## src/rtl/vga_draw_scheduler.sv

```systemverilog
// vga_draw_scheduler: owns the VGA plot port. Redraws the full background from
// ROM after reset or any SCREEN change, and draws 8x8 sprites for two
// requesters with round-robin arbitration on the game screen.
module vga_draw_scheduler #(
    parameter int WIDTH  = 160,
    parameter int HEIGHT = 120,
    parameter int SPR_SZ = 8
) (
    input  logic        CLOCK_50,
    input  logic        RESETN,
    input  logic [1:0]  SCREEN,
    input  logic [1:0]  SPR_REQ,
    input  logic [7:0]  SPR_X0,
    input  logic [6:0]  SPR_Y0,
    input  logic [7:0]  SPR_X1,
    input  logic [6:0]  SPR_Y1,
    output logic [1:0]  SPR_GNT,
    output logic [1:0]  SPR_DONE,
    output logic [5:0]  SPR_OFS,
    input  logic [2:0]  SPR_COLOR,
    output logic [16:0] BG_ADDR,
    input  logic [2:0]  BG_COLOR,
    output logic [7:0]  VGA_X,
    output logic [6:0]  VGA_Y,
    output logic [2:0]  VGA_COLOR,
    output logic        VGA_PLOT,
    output logic        BUSY
);

    localparam logic [7:0] X_LAST   = 8'(WIDTH - 1);
    localparam logic [6:0] Y_LAST   = 7'(HEIGHT - 1);
    localparam logic [5:0] OFS_LAST = 6'(SPR_SZ * SPR_SZ - 1);
    localparam logic [1:0] SCR_GAME = 2'b01;

    typedef enum logic [1:0] {
        IDLE,
        BG_FILL,
        SPRITE
    } state_t;

    state_t      state_q, state_d;
    logic [1:0]  scr_q, scr_d;
    logic        fill_pend_q, fill_pend_d;
    logic        rr_q, rr_d;          // index of the last granted requester
    logic [7:0]  x_q, x_d;
    logic [6:0]  y_q, y_d;
    logic [1:0]  gnt_q, gnt_d;
    logic [5:0]  ofs_q, ofs_d;
    logic [7:0]  sx_q, sx_d;
    logic [6:0]  sy_q, sy_d;
    // one-stage plot pipeline, aligned with the 1-cycle ROM latency
    logic        bg_v_q, bg_v_d;
    logic        spr_v_q, spr_v_d;
    logic [7:0]  slot_x_q, slot_x_d;
    logic [6:0]  slot_y_q, slot_y_d;
    logic [5:0]  slot_ofs_q, slot_ofs_d;
    logic [1:0]  done_q, done_d;

    logic        scr_chg;
    logic        sel;
    logic [8:0]  spr_px;
    logic [7:0]  spr_py;
    logic        spr_plot;

    // Register update with synchronous active-low reset
    always_ff @(posedge CLOCK_50) begin
        if (!RESETN) begin
            state_q     <= IDLE;
            scr_q       <= SCREEN;
            fill_pend_q <= 1'b1;
            rr_q        <= 1'b1;
            x_q         <= '0;
            y_q         <= '0;
            gnt_q       <= '0;
            ofs_q       <= '0;
            sx_q        <= '0;
            sy_q        <= '0;
            bg_v_q      <= 1'b0;
            spr_v_q     <= 1'b0;
            slot_x_q    <= '0;
            slot_y_q    <= '0;
            slot_ofs_q  <= '0;
            done_q      <= '0;
        end else begin
            state_q     <= state_d;
            scr_q       <= scr_d;
            fill_pend_q <= fill_pend_d;
            rr_q        <= rr_d;
            x_q         <= x_d;
            y_q         <= y_d;
            gnt_q       <= gnt_d;
            ofs_q       <= ofs_d;
            sx_q        <= sx_d;
            sy_q        <= sy_d;
            bg_v_q      <= bg_v_d;
            spr_v_q     <= spr_v_d;
            slot_x_q    <= slot_x_d;
            slot_y_q    <= slot_y_d;
            slot_ofs_q  <= slot_ofs_d;
            done_q      <= done_d;
        end
    end

    // Next-state: change detect, fill raster walk, sprite arbitration and offset count
    always_comb begin
        state_d     = state_q;
        scr_d       = scr_q;
        fill_pend_d = fill_pend_q;
        rr_d        = rr_q;
        x_d         = x_q;
        y_d         = y_q;
        gnt_d       = gnt_q;
        ofs_d       = ofs_q;
        sx_d        = sx_q;
        sy_d        = sy_q;
        bg_v_d      = 1'b0;
        spr_v_d     = 1'b0;
        slot_x_d    = x_q;
        slot_y_d    = y_q;
        slot_ofs_d  = ofs_q;
        done_d      = '0;
        sel         = rr_q ? ~SPR_REQ[0] : SPR_REQ[1];

        scr_chg = (SCREEN != scr_q);
        if (scr_chg) begin
            scr_d       = SCREEN;
            fill_pend_d = 1'b1;
        end

        unique case (state_q)
            IDLE: begin
                if (fill_pend_q) begin
                    state_d     = BG_FILL;
                    x_d         = '0;
                    y_d         = '0;
                    fill_pend_d = 1'b0;
                end else if (scr_q == SCR_GAME && SPR_REQ != 2'b00) begin
                    state_d = SPRITE;
                    gnt_d   = sel ? 2'b10 : 2'b01;
                    rr_d    = sel;
                    sx_d    = sel ? SPR_X1 : SPR_X0;
                    sy_d    = sel ? SPR_Y1 : SPR_Y0;
                    ofs_d   = '0;
                end
            end
            BG_FILL: begin
                bg_v_d = 1'b1;
                // a screen change restarts the walk directly instead of via fill_pend
                if (scr_chg) begin
                    x_d         = '0;
                    y_d         = '0;
                    fill_pend_d = 1'b0;
                end else if (x_q == X_LAST) begin
                    x_d = '0;
                    if (y_q == Y_LAST) begin
                        y_d     = '0;
                        state_d = IDLE;
                    end else begin
                        y_d = y_q + 7'd1;
                    end
                end else begin
                    x_d = x_q + 8'd1;
                end
            end
            SPRITE: begin
                spr_v_d = 1'b1;
                ofs_d   = ofs_q + 6'd1;
                if (ofs_q == OFS_LAST) begin
                    ofs_d   = '0;
                    state_d = IDLE;
                    gnt_d   = '0;
                    done_d  = gnt_q;
                end
            end
            default: state_d = IDLE;
        endcase
    end

    // Plot slot: background pixel, or clipped non-transparent sprite pixel
    always_comb begin
        spr_px   = {1'b0, sx_q} + {6'b0, slot_ofs_q[2:0]};
        spr_py   = {1'b0, sy_q} + {5'b0, slot_ofs_q[5:3]};
        spr_plot = spr_v_q && (SPR_COLOR != 3'b000) &&
                   (spr_px < 9'(WIDTH)) && (spr_py < 8'(HEIGHT));
        VGA_PLOT  = bg_v_q | spr_plot;
        VGA_X     = '0;
        VGA_Y     = '0;
        VGA_COLOR = '0;
        if (bg_v_q) begin
            VGA_X     = slot_x_q;
            VGA_Y     = slot_y_q;
            VGA_COLOR = BG_COLOR;
        end else if (spr_plot) begin
            VGA_X     = spr_px[7:0];
            VGA_Y     = spr_py[6:0];
            VGA_COLOR = SPR_COLOR;
        end
    end

    assign BG_ADDR  = (state_q == BG_FILL) ? {scr_q, y_q, x_q} : '0;
    assign SPR_GNT  = gnt_q;
    assign SPR_DONE = done_q;
    assign SPR_OFS  = ofs_q;
    assign BUSY     = (state_q != IDLE) || bg_v_q || spr_v_q;

endmodule

```

## config.mk

```make
export PLATFORM = sky130hd
export DESIGN_NAME = vga_draw_scheduler
export DESIGN_NICKNAME = d
export VERILOG_FILES = /design/src/rtl/vga_draw_scheduler.sv
export SDC_FILE = /design/constraint.sdc
export NUM_CORES = 1
export LEC_CHECK = 0
export BUFFER_PORTS_ARGS = -buffer_cell sky130_fd_sc_hd__buf_2
export CORE_ASPECT_RATIO = 1.2
export CORE_MARGIN = 3
export CORE_UTILIZATION = 48
export DETAILED_ROUTE_END_ITERATION = 10
export PLACE_DENSITY = 0.76
export SLEW_MARGIN = 20
export SYNTH_ARGS = -nofsm -noshare
export SYNTH_HDL_FRONTEND = slang
export SYNTH_SLANG_ARGS = --single-unit
```

## constraint.sdc

```tcl
create_clock -name CLOCK_50 -period 2.9 [get_ports CLOCK_50]
set_input_delay 0.58 -clock CLOCK_50 [delete_from_list [all_inputs] [get_ports CLOCK_50]]
set_output_delay 0.58 -clock CLOCK_50 [all_outputs]
set_load 0.02 [all_outputs]
```

== Word level (Yosys, flattened, before mapping) ==
Cells that the tools add are included.
Widths: inputs -> output; s select.

* Bitwise gates (word level): 3
* $lt $le $gt $ge: 2
* Eq/ne operators: 17
* $add $sub $neg: 5
* Reductions and logical operators: 19
* Muxes and demuxes: 42

{| class="wikitable"
|+ Operators with widths
! cell !! count
|-
| $mux 7 || 7
|-
| $mux 8 || 6
|-
| $mux 2 || 11
|-
| $mux 6 || 3
|-
| $mux 17 || 1
|-
| $pmux 8 s2 || 1
|-
| $ne 2x2->1 const B || 7
|-
| $pmux 7 s2 || 1
|-
| $pmux 6 s2 || 1
|-
| $reduce_and 3->1 || 4
|-
| $add 8x3->9 || 1
|-
| $lt 9x8->1 const B || 1
|-
| $add 7x3->8 || 1
|-
| $add 8x1->8 const B || 1
|-
| $eq 8x8->1 const B || 1
|-
| $lt 8x7->1 const B || 1
|-
| $reduce_bool 2->1 || 4
|-
| $add 7x1->7 const B || 1
|-
| $eq 7x7->1 const B || 1
|-
| $add 6x1->6 const B || 1
|-
| $eq 6x6->1 const B || 1
|-
| $mux 1 || 6
|-
| $mux 3 || 2
|-
| $ne 3x3->1 const B || 2
|-
| 16 further kinds || 22
|}

* Output and inout port bits: 47
* Bits in registers: 69
* Word-level logic and storage cells: 104

== Depth between registers and ports, before layout ==
Gate-level depths: netlist of run 1.

* Depth in word-level cells: 6
* Depth in mapped cells: 9
* Depth with buffers taken out: 7

== Least setup slack after synthesis of run 1 ==
OpenSTA, ideal clock, no wires.

* Kind: reg2out
* From: register sx_q[0]
* To: output VGA_X[4]
* Arrival: 2686 ps
* Setup slack: -366 ps
* Cell stages (with the launch flop): 10
* Path buffers: 2
* Path through: dfxtp_1 -> ha_1 -> fa_1 -> a21o_1 -> a211oi_1 -> nand2_1 -> a211o_1 -> clkbuf_1 -> clkbuf_1 -> o31ai_1

* Cells in the longest elaborated chain, start to end: 6

{| class="wikitable"
|+ RTL lines
! element !! line !! text
|-
| from (decl) || 49 || <nowiki>logic [7:0] sx_q, sx_d;</nowiki>
|-
| from (signal assigned) || 76 || <nowiki>sx_q <= '0;</nowiki>
|-
| from (signal assigned) || 93 || <nowiki>sx_q <= sx_d;</nowiki>
|-
| $add 8x3->9 (*) || 181 || <nowiki>spr_px = {1'b0, sx_q} + {6'b0, slot_ofs_q[2:0]};</nowiki>
|-
| $lt 9x8->1 || 184 || <nowiki>(spr_px < 9'(WIDTH)) && (spr_py < 8'(HEIGHT));</nowiki>
|-
| $logic_and 1x1->1 || 183 || <nowiki>spr_plot = spr_v_q && (SPR_COLOR != 3'b000) &&</nowiki>
|-
| $logic_and 1x1->1 || 184 ||
|-
| $mux 8 (*) || 193 || <nowiki>end else if (spr_plot) begin</nowiki>
|-
| $mux 8 (*) || 189 || <nowiki>if (bg_v_q) begin</nowiki>
|-
| to (decl) || 23 || <nowiki>output logic [7:0] VGA_X,</nowiki>
|}

Mark *: on every way between the ends. The rest lies on a longest branch, timed or not.

== Worst setup path in the final report of run 1 ==
* From: register sx_q[0]
* To: output VGA_X[7]

Same word-level chain as after synthesis.

==> run_results.csv, run 1 <==
group,metric,value,unit
place,io_buffers,88,
layout,antennaDiodeCount,0,
outcome,status,"finished, violations left",
place,hpwl,6220,um
critical_path,cp.required,2.32,ns
place,dp.cells,572,
global_route,grt_usage,20.5,%
timing,setup_tns,-3.75,ns
timing,period_needed,3.17,ns
floorplanning,chipHeight,99.0,um
pwr,peakVddDrop,0.249,mV
detailed_routing,drc_errors,0,
critical_path,path_class,"reg2out",
pwr,power_density,436,mW/mm^2
critical_path,setup.worst_path.start_class,"flip-flop",
timing,hold_viol,0,
timing,finClkSkew,0.00669,ns
yosys,synth_edf_count,2,
run,cap_violations,0,
timing,max_clock_freq,0.316,GHz
global_route,grt_pass1_vias,2944,
pwr,power.leakage,1.93,nW
clock_tree,cts.sinks,69,
clock_tree,cts_made_buffers,9,
timing,slew_violations,0,
yosys,synthesis.area,0.00346,mm^2
detailed_routing,drtIter0Drc,124,
yosys,yosysTopAreaCellShare,38.7,%
yosys,ys_seq_elements,69,
yosys,synth.largest_area_cell,"dfxtp_1",
timing,setup_viol,19,
hold_path,hold_class,"in2reg",
critical_path,cp_data_arrival_time,2.59,ns
clock_tree,clk_latency,0.34,ns
yosys,synth_cell_types,51,
layout,nNetsFinal,551,
clock_tree,clockBufferDepth,2,
yosys,netlist_instances,405,
clock_tree,clkSlewWorstSetupHoldPaths,0.07,ns
outcome,violations,"negative setup slack",
layout,syn2layout_area_growth,31.7,%
detailed_routing,via_per_inst,5.38,
clock_tree,clockRootBuffer,"clkbuf_8",
floorplanning,io_pins,89,
floorplanning,dieArea,0.00827,mm^2
floorplanning,initial_core_util,49.9,%
yosys,synth.area.top_cells,"dfxtp_1 (39%), and2_1 (7.0%), mux2i_1 (4.6%)",
timing,fin_ws,-0.266,ns
yosys,synth_warnings,0,
detailed_routing,wl,8540,um
floorplanning,row_count,33,
layout,drive_gt1_share,29.4,%
timing,rsz0062_at_grt,"yes",
layout,final_cell_mix,"buf_2 (70), dfxtp_1 (64), nand2_1 (41), nor2_1 (41), and2_1 (38)",
yosys,syn_avg_cell_area,8.55,um^2
place,place.gp.congestion,0.876,
floorplanning,die_w,83.5,um
critical_path,critPathMaxFanout,19,
global_route,grt_pass1_wl,13900,um
timing,relSlewSlack,57.5,%
yosys,synthFlopType,"dfxtp_1",
layout,final_common_cell,"buf_2",
detailed_routing,dr_total_vias,3174,
timing,layout_worst_path_cycle_share,109,%
clock_tree,cts_tree,"yes",
floorplanning,coreArea,0.00694,mm^2
yosys,synth_seq_area_share,40.5,%
detailed_routing,dr.pass1.iters,4,
global_route,antenna_found_initial,0,
critical_path,worstSetupEndpointType,"output port",
yosys,syn-num-nets,458,
detailed_routing,wire_per_inst,14.5,um
yosys,synth_async_sr_flop_share,0,%
timing,worst_pin_slew,0.634,ns
detailed_routing,ant_nets,0,
global_route,grt_overflow,0,
global_route,grt_max_degree,39,
layout,finalNonFillerCells,590,
clock_tree,cts.htree.levels,3,
-- cells in the mapped netlist (10+ instances only) --
cell / instances
a211oi_1: 18
and2_1: 39
clkbuf_1: 18
dfxtp_1: 67
mux2i_1: 16
nand2_1: 41
nand2b_1: 10
nand3_1: 10
nor2_1: 42
o21ai_0: 11
o21ai_1: 16
o31ai_1: 14
-- what timing repair did --
action | in CTS | in global routing
setup buffers | 0 | 2
endpoints found under the setup margin | 19 | 19
pin swaps | 1 | 3
hold buffers | 0 | 0
gates resized for setup | 40 | 16
-- per-stage QoR --
step / util [%] / power, mW / instance area (um^2) / hold slack, ns / setup WS [ns]
floorplan: - / 1.17 / 3540 / 0.448 / -0.0675
global placement: 59.5 / 1.25 / 4120 / 0.470 / 0.0579
detailed placement: 59.5 / 1.26 / 4120 / 0.480 / -0.0675
CTS: 64.1 / 2.00 / 4450 / 0.433 / -0.278
global route: 65.7 / 2.08 / 4560 / 0.437 / -0.376
finish: 65.7 / 1.99 / 4560 / 0.446 / -0.266
-- logic make-up (layout without fill, tap and decap cells) --
group	count (synthesis)	after routing	synth area share (%)
AO/OA/AOI/OAI	88	88	16.8
XOR/XNOR	18	18	4.55
adder cells (fa/ha/maj)	11	11	4.41
buffers and inverters	27	125	3.07
flip-flops	69	69	40.5
multiplexers	16	16	4.63
AND/OR/NAND/NOR	176	176	26.0
-- worst max-delay path, stage by stage, from the launching register on --
cell and delay, ns:
dfxtp_2 0.34, ha_4 0.17, fa_2 0.35, a21o_1 0.23, a211oi_2 0.18, nand2_1 0.07, a211o_1 0.29, buf_12 0.18
o31ai_2 0.24, buf_4 0.18
-- routing by layer --
| layer | up-vias | part of all wire (%) | global-route usage (%) |
|---|---|---|---|
| met3 | 11 | 4.8 | 4.43 |
| met4 | 0 | 1.5 | 6.93 |
| met2 | 81 | 50 | 34.2 |
| li1 | 1624 | - | - |
| met1 | 1458 | 44 | 26.4 |
| met5 | - | 0 | 0 |
-- registers in the layout, summed over array words and instances (netlist names), 6 cells and up --
signal,count
SPR_OFS,6
slot_ofs_q,6
slot_x_d,8
slot_x_q,8
slot_y_d,7
slot_y_q,7
sx_q,8
sy_q,7
-- power by group --
| group | leakage (nW) | internal (mW) | switching, mW |
|---|---|---|---|
| sequential | 0.564 | 0.974 | 0.0255 |
| clock | 0.0970 | 0.406 | 0.330 |
| combinational | 1.27 | 0.105 | 0.148 |
-- worst paths after layout --
| path | start | end | slack (ns) | cells past startpoint |
|---|---|---|---|---|
| setup / recovery | sx_q[0]$_SDFFE_PN0P_ | VGA_X[7] | -0.27 | 9 |
| hold / removal | SCREEN[1] | scr_q[1]$_DFFE_PP_ | 0.45 | 1 |
| setup reg to reg | slot_x_d[1]$_SDFFE_PN0P_ | slot_y_d[6]$_SDFFE_PN0P_ | 0.54 | 6 |
| hold reg to reg | slot_y_d[5]$_SDFFE_PN0P_ | slot_y_q[5]$_SDFF_PN0_ | 0.49 | 2 |
-- area by class of cell --
class / count / area [um^2]
clock buffer: 16 / 190
fill: 568 / 2380
inverter: 6 / 22.5
multi-input combinational: 309 / 2160
sequential: 69 / 1410
tap: 87 / 109
timing repair buffer: 103 / 672
No activity file was read; power rests on OpenSTA's default activity.
==> inputs of run 2 (changes only) <==
Settings changed: PLACE_DENSITY 0.76 to 0.84.
==> run 2 against run 1 <==
The run still ends with negative setup slack left. Critical path depth unchanged. Largest power group unchanged. Sequential power about the same. Highest routed layer unchanged. Global-route usage grew 0.86 points. Register-to-register slack got worse by 0.05 ns. Via count grew 2.3%. First-iteration DRC count grew 14%. Critical endpoint unchanged.
==> run_results.csv, run 2 (same netlist as run 1, synthesis figures left out) <==
group,metric,value,unit
layout,nNetsFinal,551,
critical_path,crit_family,"compound AO/OA/AOI/OAI gates",
clock_tree,cts_hold_buffers,0,
detailed_routing,ant_nets,0,
timing,hold_viol,0,
critical_path,reg2reg_slack,0.49,ns
pwr,p_sw,0.512,mW
global_route,grt_max_degree,29,
pwr,pwr-share-comb,12.4,%
floorplanning,dieArea,0.00827,mm^2
layout,finalNonFillerCells,590,
pwr,power.leakage,1.92,nW
critical_path,critPathBufInv,2,
floorplanning,row_count,33,
timing,setup_tns,-3.90,ns
clock_tree,cts_made_buffers,9,
layout,final_cell_mix,"buf_2 (70), dfxtp_1 (65), nor2_1 (42)",
floorplanning,coreArea,0.00694,mm^2
hold_path,hold_class,"in2reg",
timing,layout_worst_path_cycle_share,110,%
timing,rsz0062_at_grt,"yes",
layout,syn2layout_area_growth,30.4,%
critical_path,cp.required,2.32,ns
layout,post-route-util,65.1,%
layout,final_common_cell,"buf_2",
floorplanning,io_pins,89,
outcome,violations,"negative setup slack",
place,place.gp.congestion,0.880,
clock_tree,clockBufferDepth,2,
floorplanning,die_w,83.5,um
layout,antennaDiodeCount,0,
pwr,p_seq_share,49.9,%
outcome,status,"finished, violations left",
global_route,grt_usage,21.3,%
clock_tree,cts_tree,"yes",
pwr,power_density,445,mW/mm^2
timing,max_clock_freq,0.314,GHz
timing,setup_viol,19,
critical_path,critPathMaxFanout,19,
critical_path,critPathMaxStageDelay,0.34,ns
detailed_routing,dr.pass1.iters,4,
floorplanning,chipHeight,99.0,um
detailed_routing,wire_per_inst,14.9,um
critical_path,worstSetupEndpointType,"output port",
timing,finClkSkew,0.00949,ns
global_route,grt_pass1_wl,14200,um
global_route,antenna_found_initial,0,
critical_path,path_cells,"ha_4 -> fa_2 -> a21o_1 -> a211oi_2 -> nand2_1 -> a211o_1 -> buf_12 -> o31ai_2 -> buf_4",
clock_tree,clk_latency,0.34,ns
pwr,intPower,1.50,mW
detailed_routing,dr_total_vias,3248,
detailed_routing,wl,8810,um
timing,slew_violations,0,
detailed_routing,drtIter0Drc,141,
timing,period_needed,3.18,ns
place,place_ws,-0.100,ns
pwr,clkPwrFrac,37.7,%
critical_path,path_class,"reg2out",
critical_path,setup.worst_path.start_class,"flip-flop",
global_route,grt_overflow,0,
critical_path,cp_data_arrival_time,2.60,ns
clock_tree,clkSlewWorstSetupHoldPaths,0.07,ns
clock_tree,cts.sinks,69,
clock_tree,clockRootBuffer,"clkbuf_8",
timing,relSlewSlack,54.7,%
floorplanning,initial_core_util,49.9,%
place,io_buffers,88,
clock_tree,cts.htree.levels,3,
detailed_routing,via_per_inst,5.51,
pwr,switching_share,25.5,%
detailed_routing,drc_errors,0,
critical_path,crit_slowest_cell,"dfxtp_2",
global_route,grt_pass1_vias,3109,
timing,worst_pin_slew,0.676,ns
place,dp.cells,571,
place,hpwl,6450,um
pwr,total_power,2.01,mW
run,cap_violations,0,
pwr,peakVddDrop,0.312,mV
layout,drive_gt1_share,29.4,%
timing,fin_ws,-0.282,ns
run 2: cell count changes in the layout (fill, tap and decap cells not counted), sizes merged:
cell / change
bufinv: +1
clkbuf: -4
clkinv: +2
clkinvlp: +1
run 2: timing repair:
action / CTS / global route
pin swaps: 4 / 1
buffers inserted: 1 / 2
gates cloned: 0 / 0
resized for setup: 39 / 11
endpoints found under the setup margin: 19 / 19
run 2: power by group through the flow:
stage / Clock, mW / Combinational (mW) / Sequential, mW
after floorplan: 0 / 0.157 / 1.01
after global placement: 0 / 0.231 / 1.02
after detailed placement: 0 / 0.236 / 1.02
after CTS: 0.770 / 0.247 / 1.00
after global routing: 0.817 / 0.274 / 1.01
final: 0.757 / 0.249 / 1.00
run 2: layout make-up:
type | count | area, um^2
flip-flops and latches | 69 | 1400
clock buffers | 12 | 145
clock inverters | 4 | 47.5
multi-input cells | 309 | 2140
inverters | 6 | 22.5
fillers | 560 | 2420
repair buffers | 103 | 652
well taps | 87 | 109
run 2: per-layer routing:
layer	part of all wire [%]	wire, um	track usage, %
met1	42	3680	25.1
met2	53	4630	38.4
met5	0	0	0
met4	1.4	126	6.56
met3	4.2	369	5.10
run 2: path summary, 6_finish.rpt:
kind | startpoint | endpoint | cells after the start
max | sx_q[0]$_SDFFE_PN0P_ | VGA_X[7] | 9
min | SCREEN[1] | scr_q[1]$_DFFE_PP_ | 1
max reg2reg | slot_x_d[0]$_SDFFE_PN0P_ | slot_y_d[6]$_SDFFE_PN0P_ | 6
min reg2reg | SPR_GNT[0]$_SDFFE_PN0P_ | SPR_DONE[0]$_SDFF_PN0_ | 1
run 2: worst register-to-register path: cells and delay by family, from the launching register on:
kind	cells	cell delay [ns]
AOI/OAI and AO/OA	1	0.18
adders and majority gates	1	0.24
DFF	1	0.45
and+or+nand+nor	4	1.47
run 2: per-stage QoR:
step / cell area, um^2 / hold slack, ns
2_1_floorplan: 3540 / 0.448
3_3_place_gp: 4100 / 0.473
3_5_place_dp: 4100 / 0.488
4_1_cts: 4450 / 0.423
5_1_grt: 4520 / 0.416
6_report: 4520 / 0.443
==> inputs of run 3 (changes only) <==
Settings changed: SKIP_LAST_GASP from default to 1.
==> run 3 against run 2 <==
The flow still finishes with violations (negative setup slack). Critical path depth stayed put. Sequential share of layout area down 0.62 points. Hold slack got worse by 0.0039 ns. Maximum frequency fell by 2.7%. Critical path type unchanged. Largest power group unchanged. Highest routed layer unchanged.
==> run_results.csv, run 3 (same netlist as run 1, synthesis figures left out) <==
group,metric,value,unit
place,io_buffers,88,
floorplanning,initial_core_util,49.9,%
timing,rsz0062_at_grt,"yes",
clock_tree,cts_tree,"yes",
clock_tree,cts.htree.levels,3,
floorplanning,chipHeight,99.0,um
detailed_routing,dr.pass1.iters,5,
floorplanning,dieArea,0.00827,mm^2
timing,layout_worst_path_cycle_share,113,%
global_route,antenna_found_initial,0,
critical_path,worstSetupEndpointType,"output port",
layout,drive_gt1_share,30.2,%
clock_tree,clkSlewWorstSetupHoldPaths,0.07,ns
layout,filler_cell_count,548,
critical_path,setup.worst_path.start_class,"flip-flop",
timing,hold_viol,0,
global_route,grt_pass1_wl,14200,um
clock_tree,clockRootBuffer,"clkbuf_8",
clock_tree,clockBufferDepth,2,
run,cap_violations,0,
floorplanning,io_pins,89,
detailed_routing,via_per_inst,5.50,
detailed_routing,wl,9100,um
timing,max_clock_freq,0.306,GHz
timing,setup_tns,-5.79,ns
pwr,peakVddDrop,0.290,mV
clock_tree,cts_hold_buffers,0,
global_route,grt_max_degree,29,
global_route,grt_usage,21.2,%
critical_path,critPathMaxFanout,5,
global_route,grt_overflow,0,
timing,period_needed,3.27,ns
pwr,power.leakage,1.97,nW
place,place.gp.congestion,0.880,
critical_path,cp_data_arrival_time,2.69,ns
detailed_routing,ant_nets,0,
hold_path,hold_class,"in2reg",
layout,final_common_cell,"buf_2",
place,hpwl,6450,um
timing,slew_violations,0,
detailed_routing,drtIter0Drc,168,
detailed_routing,wire_per_inst,15.3,um
outcome,status,"finished, violations left",
outcome,violations,"negative setup slack",
clock_tree,cts_made_buffers,9,
critical_path,cp.required,2.32,ns
clock_tree,cts.sinks,69,
timing,worst_pin_slew,0.632,ns
floorplanning,coreArea,0.00694,mm^2
timing,relSlewSlack,57.6,%
layout,syn2layout_area_growth,33.1,%
pwr,power_density,436,mW/mm^2
global_route,grt_pass1_vias,3110,
floorplanning,die_w,83.5,um
clock_tree,clk_latency,0.34,ns
timing,setup_viol,19,
timing,finClkSkew,0.00863,ns
layout,final_cell_mix,"buf_2 (69), dfxtp_1 (65), nor2_1 (42)",
critical_path,path_class,"reg2out",
timing,fin_ws,-0.369,ns
pwr,total_power,2.01,mW
layout,nNetsFinal,554,
layout,antennaDiodeCount,0,
floorplanning,row_count,33,
detailed_routing,dr_total_vias,3261,
detailed_routing,drc_errors,0,
-- run 3: cell count changes in the layout (fill, tap and decap cells not counted), sizes merged --
cell,previous run,this run
clkbuf,12,14
buf,103,104
-- run 3: worst paths after layout --
| kind | start | slack, ns | depth (start not counted) | endpoint |
|---|---|---|---|---|
| min | SCREEN[1] | 0.44 | 1 | scr_q[1]$_DFFE_PP_ |
| max | sx_q[0]$_SDFFE_PN0P_ | -0.37 | 9 | VGA_X[7] |
| min reg2reg | SPR_GNT[0]$_SDFFE_PN0P_ | 0.50 | 1 | SPR_DONE[0]$_SDFF_PN0_ |
| max reg2reg | slot_x_d[0]$_SDFFE_PN0P_ | 0.51 | 6 | slot_y_d[6]$_SDFFE_PN0P_ |
-- run 3: final cells by class --
| type | count | area, um^2 | share of cell area, % |
|---|---|---|---|
| clock buffer | 12 | 145 | 3.15 |
| timing repair buffer | 106 | 708 | 15.4 |
| clock inverter | 4 | 47.5 | 1.03 |
| multi-input combinational | 309 | 2170 | 47.1 |
| tap | 87 | 109 | 2.36 |
| inverter | 6 | 22.5 | 0.489 |
| sequential | 69 | 1400 | 30.5 |
-- run 3: metrics by stage --
stage | hold slack, ns | setup slack (ns) | area, um^2 | utilization [%] | std cells
floorplan | 0.448 | -0.0675 | 3540 | - | 405
global placement | 0.473 | 0.0541 | 4100 | 59.2 | 571
detailed placement | 0.488 | -0.100 | 4100 | 59.2 | 571
CTS | 0.423 | -0.303 | 4400 | 63.4 | 588
global route | 0.415 | -0.506 | 4610 | 66.4 | 593
finish | 0.439 | -0.369 | 4610 | 66.4 | 593
-- run 3: metal layers --
layer	GRT usage [%]	wire length, um
met5	0	0
met4	6.19	167
met3	5.35	420
met2	38.1	4760
met1	25.0	3750
-- run 3: power by group --
part / switching [mW] / internal, mW / leakage, nW / total (mW)
Clock: 0.340 / 0.418 / 0.0964 / 0.758
Sequential: 0.0276 / 0.974 / 0.563 / 1.00
Combinational: 0.146 / 0.103 / 1.31 / 0.249
Total: 0.514 / 1.49 / 1.97 / 2.01
-- run 3: worst max-delay path: stages (launching register included) --
cell      delay, ns
dfxtp_2        0.33
ha_4           0.17
fa_2           0.36
a21o_1         0.22
a211oi_2       0.21
nand2_1        0.09
a211o_4        0.39
buf_12         0.15
o31ai_2        0.23
buf_4          0.19
-- run 3: timing repair --
item | in CTS | in global routing
pin swaps | 3 | 9
gates cloned | 0 | 2
setup buffers | 1 | 3
resized for setup | 28 | 28
setup endpoints to repair | 19 | 19
